File: src/rtl/hcs_alarm_manager.sv
// hcs_alarm_manager: debounces healthCareSystem abnormality flags, latches confirmed
// events and presents them one at a time by priority through an alarm/ack handshake.
`default_nettype none

module hcs_alarm_manager #(
  parameter int DEBOUNCE_SAMPLES = 3,
  parameter int GI_LOW           = 2,
  parameter int GI_HIGH          = 12
) (
  input  logic       clk,
  input  logic       rstN,
  input  logic       sampleValid,
  input  logic       presureAbnormality,
  input  logic       bloodAbnormality,
  input  logic       fallDetected,
  input  logic       temperatureAbnormality,
  input  logic [3:0] glycemicIndex,
  input  logic       alarmAck,
  output logic       alarm,
  output logic [2:0] alarmCode,
  output logic [4:0] pendingMask,
  output logic [7:0] eventCount
);

  localparam logic [3:0] DEB_MAX = DEBOUNCE_SAMPLES[3:0];
  localparam logic [3:0] DEB_PRE = DEB_MAX - 4'd1;
  localparam logic [3:0] GI_LO   = GI_LOW[3:0];
  localparam logic [3:0] GI_HI   = GI_HIGH[3:0];

  localparam logic [1:0] IDLE    = 2'd0;
  localparam logic [1:0] PRESENT = 2'd1;
  localparam logic [1:0] ACKED   = 2'd2;

  logic [3:0] cnt_q [5];
  logic [3:0] cnt_d [5];
  logic [4:0] pend_q, pend_d;
  logic [7:0] count_q, count_d;
  logic [1:0] state_q, state_d;
  logic [2:0] code_q, code_d;

  logic [4:0] src_abn;
  logic [4:0] confirm;
  logic [4:0] ack_clr;
  logic [8:0] cnt_sum;
  logic [2:0] top_code;

  // Bit order matches alarm code order: bit i is code i+1.
  assign src_abn = {(glycemicIndex < GI_LO) || (glycemicIndex > GI_HI),
                    temperatureAbnormality, bloodAbnormality,
                    presureAbnormality, fallDetected};

  always_comb begin
    for (int i = 0; i < 5; i++) begin
      cnt_d[i]   = cnt_q[i];
      confirm[i] = 1'b0;
      if (sampleValid) begin
        if (src_abn[i]) begin
          if (cnt_q[i] != DEB_MAX) cnt_d[i] = cnt_q[i] + 4'd1;
          confirm[i] = (cnt_q[i] == DEB_PRE);
        end else begin
          cnt_d[i] = 4'd0;
        end
      end
    end
  end

  always_comb begin
    cnt_sum = {1'b0, count_q};
    for (int i = 0; i < 5; i++) cnt_sum = cnt_sum + {8'd0, confirm[i]};
    count_d = cnt_sum[8] ? 8'hFF : cnt_sum[7:0];
  end

  always_comb begin
    top_code = 3'd0;
    for (int i = 4; i >= 0; i--) begin
      if (pend_q[i]) top_code = 3'(i + 1);
    end
  end

  // A confirm on the same edge as the ack of that source keeps the bit set.
  always_comb begin
    ack_clr = 5'd0;
    if (state_q == PRESENT && alarmAck) ack_clr = 5'd1 << (code_q - 3'd1);
    pend_d = (pend_q & ~ack_clr) | confirm;
  end

  always_comb begin
    state_d = state_q;
    code_d  = code_q;
    case (state_q)
      IDLE: begin
        if (pend_q != 5'd0) begin
          state_d = PRESENT;
          code_d  = top_code;
        end
      end
      PRESENT: begin
        if (alarmAck) begin
          state_d = ACKED;
          code_d  = 3'd0;
        end
      end
      ACKED:   state_d = IDLE;
      default: begin
        state_d = IDLE;
        code_d  = 3'd0;
      end
    endcase
  end

  always_ff @(posedge clk or negedge rstN) begin
    if (!rstN) begin
      for (int i = 0; i < 5; i++) cnt_q[i] <= 4'd0;
      pend_q  <= 5'd0;
      count_q <= 8'd0;
      state_q <= IDLE;
      code_q  <= 3'd0;
    end else begin
      for (int i = 0; i < 5; i++) cnt_q[i] <= cnt_d[i];
      pend_q  <= pend_d;
      count_q <= count_d;
      state_q <= state_d;
      code_q  <= code_d;
    end
  end

  assign alarm       = (state_q == PRESENT);
  assign alarmCode   = code_q;
  assign pendingMask = pend_q;
  assign eventCount  = count_q;

endmodule

`default_nettype wire

File: config.mk
export PLATFORM = sky130hd
export DESIGN_NAME = hcs_alarm_manager
export DESIGN_NICKNAME = d
export VERILOG_FILES = /design/src/rtl/hcs_alarm_manager.sv
export SDC_FILE = /design/constraint.sdc
export NUM_CORES = 1
export LEC_CHECK = 0
export ABC_AREA = 1
export CAP_MARGIN = 20
export CORE_ASPECT_RATIO = 1.5
export CORE_MARGIN = 1.5
export CORE_UTILIZATION = 30
export DETAILED_ROUTE_END_ITERATION = 10
export GPL_TIMING_DRIVEN = 0
export PLACE_DENSITY = 0.53
export SYNTH_ARGS = -nofsm -noshare
export SYNTH_HDL_FRONTEND = slang
export SYNTH_SLANG_ARGS = --single-unit
File: constraint.sdc
create_clock -name clk -period 3.9 [get_ports clk]
set_input_delay 0.975 -clock clk [delete_from_list [all_inputs] [get_ports clk]]
set_output_delay 0.975 -clock clk [all_outputs]
set_load 0.01 [all_outputs]
==> results of run 1 <==
[area by class of cell]
class / count / share of cell area [%]
Sequential cell: 38 / 34.7
Inverter: 38 / 5.20
Clock inverter: 1 / 0.182
Multi-Input combinational cell: 197 / 41.2
Buffer: 2 / 0.547
Tap cell: 100 / 4.56
Clock buffer: 7 / 3.15
Timing Repair Buffer: 28 / 10.5
[cells by family (layout without fill, tap and decap cells)]
family / after synthesis / count (layout) / share of synthesized area [%]
and+or+nand+nor: 150 / 150 / 31.1
xor gates and xnor gates: 4 / 4 / 1.56
buffers and inverters: 40 / 76 / 7.04
adders and majority gates: 18 / 18 / 11.1
AOI/OAI and AO/OA: 25 / 25 / 6.76
DFF: 38 / 38 / 42.5
[report_power, final]
group | leakage (nW) | switching [mW] | internal [mW]
Sequential | 0.494 | 0.106 | 0.490
Clock | 0.0482 | 0.141 | 0.143
Combinational | 0.854 | 0.258 | 0.244
[cell usage in the layout, fill, tap and decap left out, drive strengths merged, types with 2 or more instances in the layout]
| cell type | n |
|---|---|
| nand2 | 79 |
| dfrtp | 38 |
| inv | 38 |
| clkdlybuf4s50 | 25 |
| nor2 | 23 |
| nand3 | 19 |
| nand4 | 18 |
| o21ai | 18 |
| ha | 15 |
| or2 | 7 |
| clkbuf | 7 |
| buf | 4 |
| xor2 | 3 |
| o21bai | 3 |
| fa | 3 |
| nor3 | 2 |
| a21oi | 2 |
| nand3b | 2 |
[what timing repair did]
action | CTS | global route
endpoints found under the setup margin | 0 | 5
resized for setup | 0 | 1
buffers inserted | 0 | 0
[per-layer routing]
layer,share of wire [%],vias up
met2,49,33
li1,-,960
met5,0,-
met1,45,847
met4,1.9,0
met3,4.1,6
[metrics by stage]
stage | instance area, sq um | std cells | power [mW] | utilization (%) | hold slack, ps
floorplan | 2240 | 275 | 0.885 | - | 493
global placement | 2640 | 402 | 1.11 | 36.5 | 492
detailed placement | 2650 | 403 | 1.11 | 36.7 | 502
CTS | 2740 | 411 | 1.41 | 37.9 | 519
global route | 2740 | 411 | 1.50 | 38.0 | 550
finish | 2740 | 411 | 1.38 | 38.0 | 514
[worst min-delay path: stages (launching register included)]
cell and delay [ps]:
dfrtp_1 380, nand2_1 60, nand2_1 50
[final timing paths]
kind                            endpoint  slack, ps  cells past startpoint
setup / recovery           eventCount[4]        230                     13
hold / removal              alarmCode[2]        510                      2
setup reg to reg           eventCount[4]        760                     14
hold reg to reg             alarmCode[2]        510                      2
max in group asynchronous       cnt_q[5]       2830                      2
min in group asynchronous      cnt_q[11]        610                      1
[flip-flops by register name, indices dropped and copies added (netlist names)]
name         count
pendingMask      5
state_q          2
cnt_q           20
eventCount       8
alarmCode        3
==> reports/results.tsv, run 1 <==
stage	metric	value	unit
logic_synthesis	Primary FF master, synth	dfrtp_1	
global_routing	GRT overflow	0	
critical_path	CP startpoint kind	input port	
cts	Clock Pin Slew Worst Setup and Hold Paths	80	ps
logic_synthesis	Synth area leaders	dfrtp_1, nand2_1, ha_1, inv_1, nand4_1	
drt	DR vias	1846	
logic_synthesis	FFs w/ async S/R, synth	100	%
logic_synthesis	area leader, netlist	dfrtp_1	
pwr	Worst VDD drop	192	uV
timing	post-route setup TNS	0	ps
logic_synthesis	Post-synth EDFFs	0	
floorplan	I/O pin count	29	
layout	multi-input logic area	0.00113	sq mm
global_routing	global-route wire length before repair	7.89	mm
cts	CTS tree	done	
logic_synthesis	most common cell in the netlist	nand2_1	
cts	Root Buffer	clkbuf_8	
floorplan	Die Ht	109	um
timing	Worst Tran Pin Value	417	ps
placed_design	DP Worst Slack	-141	ps
critical_path	crit-path cells	clkdlybuf4s50_1, nand4_1, inv_1, fa_1, inv_1, fa_1, inv_1, ha_1, fa_1, nand2_1, nand2_2, nand4_4, nand3_1	
floorplan	CORE AREA	0.00723	sq mm
hold_path	hold path start	alarmCode[2]	
drt	routed vias/inst	4.49	
critical_path	CP bufs+invs	4	
floorplan	die width	73.5	um
critical_path	Slowest cell on crit path	clkdlybuf4s50_1	
global_routing	vias in the first global route	1712	
layout	register area	951	sq um
layout	fin nets	340	
floorplan	FP Rows	38	
drt	wire length per cell	10.9	um
layout	Area growth syn-to-layout	22.5	%
global_routing	met1 Use GR	14.7	%
global_routing	gr busiest metal	met2	
timing	Worst Setup Slack, final	225	ps
placed_design	port bufs	27	
timing	min cycle time layout	3670	ps
critical_path	cell family with most CP delay	adder cells	
pwr	Leak Pwr	1.40	nW
drt	ANT nets after route	0	
flow_run	MaxCap Viol Count	0	
critical_path	Data required, critical path	4070	ps
critical_path	critical path class	in -> reg	
logic_synthesis	Cells after Synth	275	
timing	slew margin rel.	72.2	%
cts	clock tree buffer depth	2	
cts	Post-CTS Hold Buffers	0	
logic_synthesis	number of synthesized register bits	38	
global_routing	met2 usage	22.0	%
timing	final slew viol count	0	
logic_synthesis	Post-synth top cells	nand2_1, dfrtp_1, inv_1	
drt	DRC Markers	0	
hold_path	Hold Crit Class	reg -> reg	
critical_path	Worst Path Arrival	3840	ps
logic_synthesis	Mapped Area	0.00224	sq mm
critical_path	Critical Path Start	fallDetected	
timing	unrepaired setup endpoints after global routing	no	
outcome	run status	finished clean	
layout	fraction of final layout cells sized beyond drive strength 1	9.32	%
logic_synthesis	synthesized area per cell	8.14	sq um
global_routing	Overall Global Routing Usage	12.7	%
cts	number of CTS-inserted buffers	5	
placed_design	Detail Placement HPWL	3.45	mm
drt	Pre-antenna DRT Iters	4	
critical_path	RR Startpoint	cnt_q[8]	
logic_synthesis	Net Count, Synth	305	
global_routing	met3 GRT Util	2.68	%
critical_path	crit-path max FO	8	
logic_synthesis	register area share after synthesis	42.5	%
floorplan	die area	0.00800	sq mm
timing	highest clock rate	272	MHz
timing	Tcrit/Tclk final	94.2	%
floorplan	initial core utilization	31.0	%
timing	final hold violation count	0	
cts	H-tree depth	2	
timing	final setup violating endpoints	0	
critical_path	Slowest Stage Delay on Critical Path	510	ps
pwr	Cell Pwr Density	504	mW/mm^2
critical_path	crit end category	register	
layout	fillers	765	
logic_synthesis	Yosys warnings	0	
placed_design	RePlAce Congestion	0.848	
cts	Clk Latency, worst-skew pair	290	ps
global_routing	initial antenna violation count	0	
cts	CTS sink cnt	38	
logic_synthesis	Unique masters post-synth	26	
logic_synthesis	share of the synthesized area in the top cell type	42.5	%
layout	Ant. Diodes	0	
timing	setup clock skew after layout	6.28	ps
global_routing	pin count of the biggest net entering global routing	23	
drt	Initial DRC Count	85	
drt	total wire length	4.48	mm
No activity file was read; power rests on OpenSTA's default activity.
==> run 2, diff against run 1 <==
--- a/config.mk
+++ b/config.mk
@@ -14,3 +14,3 @@
 export GPL_TIMING_DRIVEN = 0
-export PLACE_DENSITY = 0.53
+export PLACE_DENSITY = 0.54
 export SYNTH_ARGS = -nofsm -noshare
==> constraint.sdc (replaced) <==
create_clock -name clk -period 3.25 [get_ports clk]
set_input_delay 0.8125 -clock clk [delete_from_list [all_inputs] [get_ports clk]]
set_output_delay 0.8125 -clock clk [all_outputs]
set_load 0.02 [all_outputs]
==> reports/results.tsv, run 2 (synthesis gave the netlist of run 1 again) <==
stage	metric	value	unit	change
layout	fraction of final layout cells sized beyond drive strength 1	12.9	%	was 9.32%
timing	slew margin rel.	82.0	%	was 72.2%
drt	wire length per cell	10.8	um	was 10.9 um
layout	Final Util	39.1	%	was 38.0%
critical_path	crit-path cells	clkdlybuf4s50_1, nand2_1, inv_1, nand2_1, nand2_2, nand4_1, fa_1, inv_1, ha_4, fa_2, nand2_2, nand2_4, nand4_4, nand3_1		was clkdlybuf4s50_1, nand4_1, inv_1, fa_1, inv_1, fa_1, inv_1, ha_1, fa_1, nand2_1, nand2_2, nand4_4, nand3_1
timing	Min Hold Slack	391	ps	was 514 ps
layout	Top reg by flops	cnt_q		unchanged
timing	final slew viol count	0		unchanged
placed_design	Detail Placement HPWL	3.49	mm	was 3.45 mm
pwr	clock share of power	26.0	%	was 20.5%
timing	final hold violation count	0		unchanged
timing	final setup violating endpoints	0		unchanged
floorplan	I/O pin count	29		unchanged
cts	Clock Pin Slew Worst Setup and Hold Paths	80	ps	about the same
drt	Initial DRC Count	80		was 85
critical_path	crit-path max FO	8		unchanged
critical_path	R2R cell count	14		unchanged
global_routing	initial antenna violation count	0		unchanged
global_routing	met3 GRT Util	1.94	%	was 2.68%
placed_design	port bufs	27		unchanged
cts	H-tree depth	2		unchanged
layout	fillers	764		was 765
global_routing	vias in the first global route	1840		was 1,712
pwr	internal power	1.19	mW	was 877 uW
pwr	sw frac	36.3	%	was 36.5%
global_routing	global-route wire length before repair	8.07	mm	was 7.89 mm
cts	Clk Latency, worst-skew pair	290	ps	about the same
layout	Largest register FFs	20		unchanged
cts	Post-CTS Hold Buffers	0		unchanged
global_routing	met2 usage	23.2	%	was 22.0%
global_routing	Overall Global Routing Usage	12.8	%	was 12.7%
floorplan	CORE AREA	0.00723	sq mm	unchanged
global_routing	GRT overflow	0		unchanged
cts	Root Buffer	clkbuf_8		unchanged
timing	setup clock skew after layout	14.5	ps	was 6.28 ps
floorplan	die area	0.00800	sq mm	unchanged
layout	Ant. Diodes	0		unchanged
floorplan	FP Rows	38		unchanged
layout	most frequent cells in the layout	nand2_1, dfrtp_1, inv_1, clkdlybuf4s50_1, nor2_1		unchanged
critical_path	Data required, critical path	3420	ps	was 4070 ps
timing	Worst Tran Pin Value	270	ps	was 417 ps
critical_path	Slowest Stage Delay on Critical Path	520	ps	was 510 ps
critical_path	CP startpoint kind	input port		unchanged
global_routing	met1 Use GR	14.8	%	was 14.7%
pwr	sw power	680	uW	was 505 uW
timing	highest clock rate	325	MHz	
cts	clock tree buffer depth	2		unchanged
critical_path	Worst Path Arrival	3250	ps	was 3840 ps
floorplan	die width	73.5	um	unchanged
critical_path	crit end category	register		unchanged
pwr	Leak Pwr	1.42	nW	was 1.40 nW
pwr	Cell Pwr Density	664	mW/mm^2	was 504 mW/mm^2
critical_path	Reg2Reg Setup Slack	230	ps	was 760 ps
placed_design	placed inst area	0.00268	sq mm	was 0.00265 sq mm
flow_run	MaxCap Viol Count	0		unchanged
layout	Area growth syn-to-layout	26.0	%	was 22.5%
floorplan	initial core utilization	31.0	%	unchanged
global_routing	pin count of the biggest net entering global routing	30		was 23
drt	DR vias	1861		was 1,846
drt	total wire length	4.45	mm	was 4.48 mm
layout	most common cell after layout, fill and taps aside	nand2_1		unchanged
placed_design	RePlAce Congestion	0.817		was 0.848
layout	fin nets	340		unchanged
timing	Tcrit/Tclk final	94.7	%	
cts	CTS sink cnt	38		unchanged
pwr	Logic pwr share	35.8	%	was 36.3%
placed_design	DP Worst Slack	-528	ps	was -141 ps
timing	Worst Setup Slack, final	172	ps	was 225 ps
drt	DRC Markers	0		unchanged
hold_path	Hold Crit Class	in -> async		was reg -> reg
drt	Pre-antenna DRT Iters	4		unchanged
cts	CTS tree	done		unchanged
timing	min cycle time layout	3080	ps	
outcome	run status	finished clean		unchanged
pwr	Worst VDD drop	376	uV	was 192 uV
pwr	Seq pwr share	38.2	%	was 43.1%
global_routing	gr busiest metal	met2		unchanged
drt	routed vias/inst	4.53		was 4.49
cts	number of CTS-inserted buffers	5		unchanged
critical_path	Slowest cell on crit path	fa_1		was clkdlybuf4s50_1
layout	design area	0.00282	sq mm	was 0.00274 sq mm
drt	ANT nets after route	0		unchanged
floorplan	Die Ht	109	um	unchanged
critical_path	critical path class	in -> reg		unchanged
-- run 2: final cells by class --
class	count	area, sq um	area share, %
buffer	1	15.0	0.532
timing repair buffer	29	283	10.0
sequential	38	951	33.7
clock buffer	5	68.8	2.44
clock inverter	3	68.8	2.44
inverter	38	143	5.05
multi-input combinational	197	1170	41.4
tap	100	125	4.43
-- run 2: per-layer routing --
layer | vias up | routed length, um
met3 | 7 | 125
met4 | 0 | 90
met1 | 863 | 1960
met5 | - | 0
met2 | 28 | 2270
li1 | 963 | -
-- run 2: final timing paths --
check / start / endpoint
worst max-delay path: glycemicIndex[3] / eventCount[6]
max in group asynchronous: rstN / cnt_q[17]
min in group clk: alarmCode[2] / alarmCode[2]
worst min-delay path: rstN / cnt_q[5]
worst max register to register: cnt_q[16] / eventCount[6]
worst min register to register: alarmCode[2] / alarmCode[2]
-- run 2: per-stage QoR --
step,power [mW],instances,setup TNS (ps)
3_5_place_dp,1.40,403,-4110
5_1_grt,2.03,411,-3.21
2_1_floorplan,1.13,275,-5.98
6_report,1.87,411,0
3_3_place_gp,1.39,402,-3940
4_1_cts,1.90,412,0
-- run 2: power by group through the flow --
stage | combinational, mW | sequential [mW] | clock (mW)
floorplan | 0.342 | 0.784 | 0
global placement | 0.662 | 0.727 | 0
detailed placement | 0.674 | 0.727 | 0
CTS | 0.678 | 0.718 | 0.505
global route | 0.763 | 0.744 | 0.523
finish | 0.670 | 0.717 | 0.487
-- run 2: critical path, delay by kind of cell --
kind,cells,cell delay (ps)
adder cells (fa/ha/maj),3,1020
AND/OR/NAND/NOR,8,800
buffers and inverters,3,590
-- run 2: what timing repair did --
| action | CTS | global route |
|---|---|---|
| cloned | 0 | 0 |
| pin swaps | 1 | 7 |
| gates resized for setup | 2 | 9 |
| setup endpoints to repair | 8 | 8 |
| buffers inserted | 1 | 0 |
